### config.mk
export PLATFORM = sky130hd
export DESIGN_NAME = writeback_stage
export DESIGN_NICKNAME = d
export VERILOG_FILES = /design/src/rtl/riscv_pkg.sv /design/src/rtl/load_extend.sv /design/src/rtl/writeback_stage.sv
export SDC_FILE = /design/constraint.sdc
export NUM_CORES = 1
export LEC_CHECK = 0
export BUFFER_PORTS_ARGS = -buffer_cell sky130_fd_sc_hd__buf_2
export CORE_MARGIN = 2
export CORE_UTILIZATION = 57
export DETAILED_ROUTE_END_ITERATION = 10
export GPL_TIMING_DRIVEN = 1
export PLACE_DENSITY_LB_ADDON = 0.12
export SLEW_MARGIN = 5
export SYNTH_ARGS = -nofsm -noshare
export SYNTH_HDL_FRONTEND = slang
export SYNTH_SLANG_ARGS = --single-unit
### constraint.sdc
create_clock -name clk -period 5.05 [get_ports clk]
set_input_delay 0 -clock clk [delete_from_list [all_inputs] [get_ports clk]]
set_output_delay 0 -clock clk [all_outputs]
set_load 0.005 [all_outputs]
### src/rtl/riscv_pkg.sv
// Shared RV32 writeback encodings: the writeback source select, the load funct3 codes
// and the default datapath width.
package riscv_pkg;

  localparam int XLEN = 32;

  localparam logic [1:0] WB_SEL_ALU  = 2'b00;
  localparam logic [1:0] WB_SEL_LOAD = 2'b01;
  localparam logic [1:0] WB_SEL_PC4  = 2'b10;
  localparam logic [1:0] WB_SEL_RSVD = 2'b11;

  localparam logic [2:0] LOAD_F3_LB  = 3'b000;
  localparam logic [2:0] LOAD_F3_LH  = 3'b001;
  localparam logic [2:0] LOAD_F3_LW  = 3'b010;
  localparam logic [2:0] LOAD_F3_LBU = 3'b100;
  localparam logic [2:0] LOAD_F3_LHU = 3'b101;

endpackage

### src/rtl/load_extend.sv
// Picks the byte, halfword or word out of an aligned memory word and sign- or zero-extends it.
// A misaligned access or an unknown funct3 raises fault and forces data to zero.
module load_extend #(
  parameter int XLEN = riscv_pkg::XLEN
) (
  input  logic [XLEN-1:0] raw,
  input  logic [1:0]      offset,
  input  logic [2:0]      funct3,
  output logic [XLEN-1:0] data,
  output logic            fault
);
  import riscv_pkg::*;

  logic [7:0]  byte_sel;
  logic [15:0] half_sel;

  always_comb begin
    byte_sel = raw[{offset, 3'b000} +: 8];
    half_sel = offset[1] ? raw[31:16] : raw[15:0];
    data     = '0;
    fault    = 1'b0;
    case (funct3)
      LOAD_F3_LB:  data = {{(XLEN-8){byte_sel[7]}}, byte_sel};
      LOAD_F3_LBU: data = {{(XLEN-8){1'b0}}, byte_sel};
      LOAD_F3_LH: begin
        data  = {{(XLEN-16){half_sel[15]}}, half_sel};
        fault = offset[0];
      end
      LOAD_F3_LHU: begin
        data  = {{(XLEN-16){1'b0}}, half_sel};
        fault = offset[0];
      end
      LOAD_F3_LW: begin
        data  = raw;
        fault = (offset != 2'b00);
      end
      default: fault = 1'b1;
    endcase
    if (fault) data = '0;
  end

endmodule

### src/rtl/writeback_stage.sv
// MEM/WB pipeline register followed by the writeback mux, the load fault detector and the
// retired-instruction counter.
module writeback_stage #(
  parameter int XLEN  = riscv_pkg::XLEN,
  parameter int CNT_W = 64
) (
  input  logic             clk,
  input  logic             rst,
  input  logic             stall,
  input  logic             flush,
  input  logic             in_valid,
  input  logic             in_reg_write,
  input  logic [4:0]       in_rd,
  input  logic [1:0]       in_wb_sel,
  input  logic [2:0]       in_funct3,
  input  logic [XLEN-1:0]  in_alu_result,
  input  logic [XLEN-1:0]  in_mem_rdata,
  input  logic [XLEN-1:0]  in_pc_plus4,
  output logic             RegWrite,
  output logic [4:0]       WR,
  output logic [XLEN-1:0]  WD,
  output logic             wb_valid,
  output logic             load_fault,
  output logic [CNT_W-1:0] instret
);
  import riscv_pkg::*;

  localparam logic [CNT_W-1:0] CNT_ONE = 1;

  // Handshake: in_valid qualifies every in_* field and has no ready. An instruction is taken
  // at a posedge with rst=0, flush=0, stall=0. The held instruction retires at a posedge with
  // stall=0 or flush=1, and a flush throws away the incoming instruction, not the held one.
  logic            reg_write_q;
  logic [4:0]      rd_q;
  logic [1:0]      wb_sel_q;
  logic [2:0]      funct3_q;
  logic [XLEN-1:0] alu_result_q;
  logic [XLEN-1:0] mem_rdata_q;
  logic [XLEN-1:0] pc_plus4_q;
  logic [XLEN-1:0] ext_data;
  logic            ext_fault;
  logic            retire;

  always_ff @(posedge clk) begin
    if (rst) begin
      wb_valid     <= 1'b0;
      reg_write_q  <= 1'b0;
      rd_q         <= '0;
      wb_sel_q     <= '0;
      funct3_q     <= '0;
      alu_result_q <= '0;
      mem_rdata_q  <= '0;
      pc_plus4_q   <= '0;
      instret      <= '0;
    end else begin
      if (retire) instret <= instret + CNT_ONE;
      if (flush) begin
        wb_valid <= 1'b0;
      end else if (!stall) begin
        wb_valid     <= in_valid;
        reg_write_q  <= in_reg_write;
        rd_q         <= in_rd;
        wb_sel_q     <= in_wb_sel;
        funct3_q     <= in_funct3;
        alu_result_q <= in_alu_result;
        mem_rdata_q  <= in_mem_rdata;
        pc_plus4_q   <= in_pc_plus4;
      end
    end
  end

  load_extend #(.XLEN(XLEN)) u_load_extend (
    .raw    (mem_rdata_q),
    .offset (alu_result_q[1:0]),
    .funct3 (funct3_q),
    .data   (ext_data),
    .fault  (ext_fault)
  );

  // A stalled instruction keeps driving the register-file write; the counter waits for it to leave.
  assign load_fault = wb_valid && (wb_sel_q == WB_SEL_LOAD) && ext_fault;
  assign retire     = wb_valid && !load_fault && (!stall || flush);
  assign RegWrite   = wb_valid && reg_write_q && (rd_q != 5'd0) && !load_fault;
  assign WR         = rd_q;

  always_comb begin
    WD = alu_result_q;
    case (wb_sel_q)
      WB_SEL_LOAD: WD = ext_data;
      WB_SEL_PC4:  WD = pc_plus4_q;
      default:     WD = alu_result_q;
    endcase
    if (load_fault) WD = '0;
  end

endmodule

[Word level (Yosys, flattened, before mapping)]
Index checks and enable logic that the tools add are counted.
Storage, ports and cells
  flip-flop bits (word level): 172
  latch bits: 0
  RAM bits: 0
  ROM bits: 0
  bits of input ports: 112
  output and inout port bits: 104
  logic and storage cells: 42
  memories: 0
Cells by class
  add/sub/neg operators: 1
  multipliers: 0
  div/mod/pow operators: 0
  $lt $le $gt $ge: 0
  eq/ne operators: 6
  shift-type cells: 1
  multiplexer cells: 6
  bitwise gates (word level): 2
  reduce and logical (&&, ||, !) cells: 17
Operators by type and width (number)
  32-bit case mux with 5 select lines: 1
  64-bit by 1-bit adder with 64-bit output, second input constant: 1
  32-bit two-way mux: 2
  32-bit case mux with 2 select lines: 1
  32-bit by 6-bit indexed part select with 8-bit output: 1
  16-bit two-way mux: 1
  1-bit logical AND: 7
  3-bit == test, second input constant: 2
  2-bit OR reduction: 3
  5-bit nonzero test: 1
  3-bit by 1-bit == test with 1-bit output, second input constant: 1
  3-bit by 2-bit == test with 1-bit output, second input constant: 1
  3-bit logical NOT: 1
  1-bit case mux with 3 select lines: 1
  2-bit by 1-bit == test with 1-bit output, second input constant: 1
  2-bit == test, second input constant: 1
  1-bit logical NOT: 2
  1-bit inverter: 2
  2-bit AND reduction: 1
  2-bit nonzero test: 1
  1-bit logical OR: 1

[Depth between registers and ports, before layout]
  depth in word-level cells: 7
  depth in mapped cells: 10
  depth with buffers taken out: 7

[Cells and area by module]
From an unflattened synthesis, not the netlist that was laid out.
Second synthesis, totals
  cell total of the unflattened synthesis: 1126
  area total of the unflattened synthesis: 8433.1 sq um
Modules (own cells, without submodules)
  writeback_stage: instances 1, cells an instance 1009, area an instance 7627.3 sq um, sequential area each 3443.3 sq um
  load_extend: instances 1, cells an instance 117, area an instance 805.8 sq um, sequential area each 0.0 sq um

[Worst setup path after synthesis]
Ideal clock, no wire load.
  path type: reg-to-reg
  start point: register wb_sel_q[1]
  end point: register instret[49]
  library setup time: 0.132 ns
  data arrival time: 1.952 ns
  required time: 4.918 ns
  slack: 2.966 ns
  cell stages (with the launch flop): 11
  path buffers: 3
  period minus slack after synthesis: 2.084 ns
  cell sequence: dfxtp_1 inv_1 ha_1 o211ai_1 and4_1 clkbuf_1 nand4_4 buf_2 buf_2 o31ai_1 a21oi_1
Between the ends
  cells in the longest elaborated chain, start to end: 6
Ends and longest elaborated chain
  from (decl): line writeback_stage.sv:35  | logic [1:0] wb_sel_q;
  from (signal assigned): line writeback_stage.sv:63  | wb_sel_q <= in_wb_sel;
  2-bit by 1-bit == test with 1-bit output: line writeback_stage.sv:81  | assign load_fault = wb_valid && (wb_sel_q == WB_SEL_LOAD) && ext_fault;
  1-bit logical AND (2 in series): line writeback_stage.sv:81
  1-bit logical NOT: line writeback_stage.sv:82  | assign retire = wb_valid && !load_fault && (!stall || flush);
  1-bit logical AND (2 in series): line writeback_stage.sv:82
  to (signal assigned): line writeback_stage.sv:56  | if (retire) instret <= instret + CNT_ONE;
  to (decl): line writeback_stage.sv:24  | output logic [CNT_W-1:0] instret
No other way between the ends.
A chain may end at the register's enable or synchronous reset.

[Worst setup path after layout]
  start point: register alu_result_q[1]
  end point: output port WD[9]
Between the ends
  cells in the longest elaborated chain, start to end: 5
  elaborated cells between the ends (all ways): 9
  classes of those cells: 1 x shift; 6 x mux; 2 x reduce/logical
Ends and longest elaborated chain
  from (decl): line writeback_stage.sv:37  | logic [XLEN-1:0] alu_result_q;
  from (signal assigned): line writeback_stage.sv:65  | alu_result_q <= in_alu_result;
  32-bit by 6-bit indexed part select with 8-bit output, or another cell as far along: line load_extend.sv:18  | byte_sel = raw[{offset, 3'b000} +: 8];
  32-bit case mux with 5 select lines / 1-bit case mux with 3 select lines (equally long branches): line load_extend.sv:22  | case (funct3)
  32-bit two-way mux: line load_extend.sv:39  | if (fault) data = '0;
  32-bit case mux with 2 select lines: line writeback_stage.sv:88  | case (wb_sel_q)
  32-bit two-way mux (*): line writeback_stage.sv:93  | if (load_fault) WD = '0;
  to (decl): line writeback_stage.sv:21  | output logic [XLEN-1:0] WD,
Mark *: on every way between the ends. The rest lies on a longest branch, timed or not.

==> results by group <==
Yosys
  – Synth Warn #: 0
  – Post-Syn Instances: between 1,000 and 1,500
  – FFs w/ async S/R, synth: 0
  – Area contributors post-synth: dfxtp_1 42%, nand2_1 12%, a21oi_1 9.6%, clkbuf_1 3.1%, nor2_1 2.8%
  – Sequential area share after synthesis: 0.419
  – Ys flop type: dfxtp_1
  – Synth cell types: 54
  – Commonest cells post-synth: 259 x nand2_1, 172 x dfxtp_1, 157 x a21oi_1, 67 x clkbuf_1, 62 x nor2_1
  – Post-synth top area share: 0.419
  – Area leader, netlist: dfxtp_1
  – Post-synth EDFFs: 0
  – Count leader, synth: nand2_1
  – Syn nets: 1,202
  – FF+latch count, synth: 172
  – Syn Std Cell Area: approximately 8000 sq um
  – Synth Area per Inst: between 7 and 8 sq um

Die
  – Core area: 14,000 sq um
  – Die width: 124 um
  – Initial Util: 0.587
  – Die height: 124 um
  – IO Pins: 216
  – Rows: 43
  – Die area: 15,400 sq um

Power and ir drop
  – P_sw: 0.762 mW
  – P per Cell Area: ~280 nW/um^2
  – Seq pwr share: 0.468
  – Int Power: ~2.3 mW
  – Gate power share: 0.121
  – Clock share of power: 0.411
  – Design Power: between 3 and 4 mW
  – Worst VDD drop: approximately 0.27 mV
  – Cell leakage power: approximately 4.3 nW
  – Sw Ratio: 0.249

Critical path
  – Reg2reg end: instret[63]
  – WP buf/inv: 1
  – Worst R2R Start: funct3_q[0]
  – CP cell instances: mux2_2 > mux2i_1 > o41ai_2 > nor2b_1 > a2111oi_0 > buf_2
  – WS Path Type: reg2out
  – Flop-to-flop setup slack: ~2.1 ns
  – CP top delay family: compound AO/OA/AOI/OAI gates
  – Worst reg-to-reg path cell count: 5
  – CP startpoint kind: flip-flop
  – Crit. path cell count: 6
  – Required time of the critical path: around 5 ns
  – CP startpoint: alu_result_q[1]
  – Max incr delay on CP: between 0.8 and 0.9 ns
  – Worst Setup EP: WD[9]
  – WP data arrival: approximately 3.1 ns
  – Worst-path fanout max: 23
  – Slowest CP cell: dfxtp_1
  – Crit. End Element: output pin

Detailed routing
  – Initial DRC Count: around 1,000
  – DRC viols: 0
  – Routed Antenna Nets: 0
  – DR vias/cell: just under 6
  – Final WL: 26,000 um
  – Routed wire per std cell: 16.8 um
  – Via count: ~9,100
  – Drt pass-1 iters: 8

STA
  – Final hold vios: 0
  – Worst hold slack: ~0.18 ns
  – RSZ-0062 raised after global routing: false
  – Fin Clk Skew: roughly 0.0074 ns
  – Relative slew slack: 0.235
  – Worst Tran Pin Value: between 1 and 1.5 ns
  – Setup violations, final: 0
  – Final slew viol count: 0
  – Setup_tns: 0 ns
  – Crit path time final: between 3 and 4 ns
  – Peak Freq: 319 MHz
  – Period Utilization, post-route: 0.620

Min path
  – Worst hold start: rst
  – Worst hold path class: in2reg

Job
  – Max-Cap Viols: 0

Clock network
  – CTS Sinks: ~170
  – Later-pin clock latency in the skew report: 0.43 ns
  – CTS tree: built
  – CTS clk-pin slew, worst paths: approximately 0.06 ns
  – Clock tree root driver cell: clkbuf_16
  – Total CTS buffers: 17
  – H-tree depth: 4
  – Longest Clk Path Bufs: 2
  – Post_cts resized: 0

GRT
  – Grt total ovfl: 0
  – First-pass GRT wire length: 40,200 um
  – Met3 Use GR: 0.0765
  – Vias in the first global route: approximately 8,300
  – Met2 usage: 0.520
  – Antenna violations before repair: 1
  – Tot GR Track Use: 0.329
  – Largest net degree at the start of global routing: around 110
  – GRT busiest layer: met2
  – Grt met1 use: 0.439

Layout
  – Fin nets: between 1,000 and 1,500
  – Proportion of layout cells with a drive suffix above 1: 0.195
  – Fill cells: ~1,000
  – Layout area overhead: 32.7%

Place
  – Placer Congestion: 0.897
  – Detail Placement HPWL: ~15,000 um
  – Input/output buffers: 215

Run status
  – Outcome: complete, no violations
## power groups by stage
stage	logic [mW]	clock network (mW)	registers [mW]
after floorplan	0.180	0	1.45
after detailed placement	0.291	0	1.46
after CTS	0.358	1.26	1.43
final	0.371	1.26	1.43
after global routing	0.406	1.32	1.44
after global placement	0.289	0	1.46
## per-stage QoR
step | utilization | std cells | cell area, sq um | setup slack, ns
detailed placement | 0.661 | 1408 | 9250 | 2.21
global route | 0.779 | 1549 | 10900 | 1.71
CTS | 0.779 | 1548 | 10900 | 1.98
global placement | 0.661 | 1408 | 9250 | 2.27
finish | 0.779 | 1549 | 10900 | 1.92
floorplan | - | 1087 | 8210 | 2.97
## cell families after synthesis
logic type      count (synthesis)  share of synthesized area
mux                             5                    0.00640
buf+inv                       108                     0.0532
compound gates                275                      0.202
fa+ha+maj                       3                    0.00457
simple gates                  498                      0.286
xor+xnor                       26                     0.0277
flops                         172                      0.419
## area by class of cell
| type | count | area [sq um] | share of cell area |
|---|---|---|---|
| Clock buffer | 25 | 495 | 0.0455 |
| Antenna cell | 1 | 2.50 | 0.000230 |
| Timing Repair Buffer | 333 | 2240 | 0.205 |
| Tap cell | 180 | 225 | 0.0207 |
| Inverter | 25 | 93.8 | 0.00861 |
| Sequential cell | 172 | 3440 | 0.316 |
| Clock inverter | 6 | 61.3 | 0.00562 |
| Multi-Input combinational cell | 807 | 4340 | 0.398 |
## cells in the final DEF, fill, tap and decap left out, types with 23 or more instances in the layout
master,count
nand2_1,259
nor3_1,32
buf_2,214
nand3_1,25
inv_1,23
dlygate4sd3_1,109
a221oi_1,26
a21oi_1,157
nor2_1,61
o21ai_0,31
dfxtp_1,172
nand4_1,33
## repair_timing
item | CTS | global route
buffers inserted | 0 | 0
hold endpoints to repair | 108 | 0
hold buffers | 109 | 0
## worst min-delay path by stage
stage | end | slack [ns] | cells past startpoint
after floorplan | wb_valid | 0.08 | 1
after global routing | instret[15] | 0.22 | 2
after global placement | alu_result_q[17] | 0.24 | 3
final | instret[23] | 0.18 | 2
after CTS | instret[25] | 0.18 | 2
after detailed placement | pc_plus4_q[22] | 0.25 | 3
## per-layer routing
layer / share of wire / wire [um]
met4: 0.019 / 499
met3: 0.093 / 2430
met2: 0.46 / 11900
met1: 0.43 / 11200
met5: 0 / 0
## sequential cells by signal (all words and copies together), names as in the netlist
signal,cells
alu_result_q,32
WR,5
funct3_q,3
instret,64
wb_sel_q,2
reg_write_q,1
pc_plus4_q,32
wb_valid,1
mem_rdata_q,32
Power figures use the tool's default switching activity.
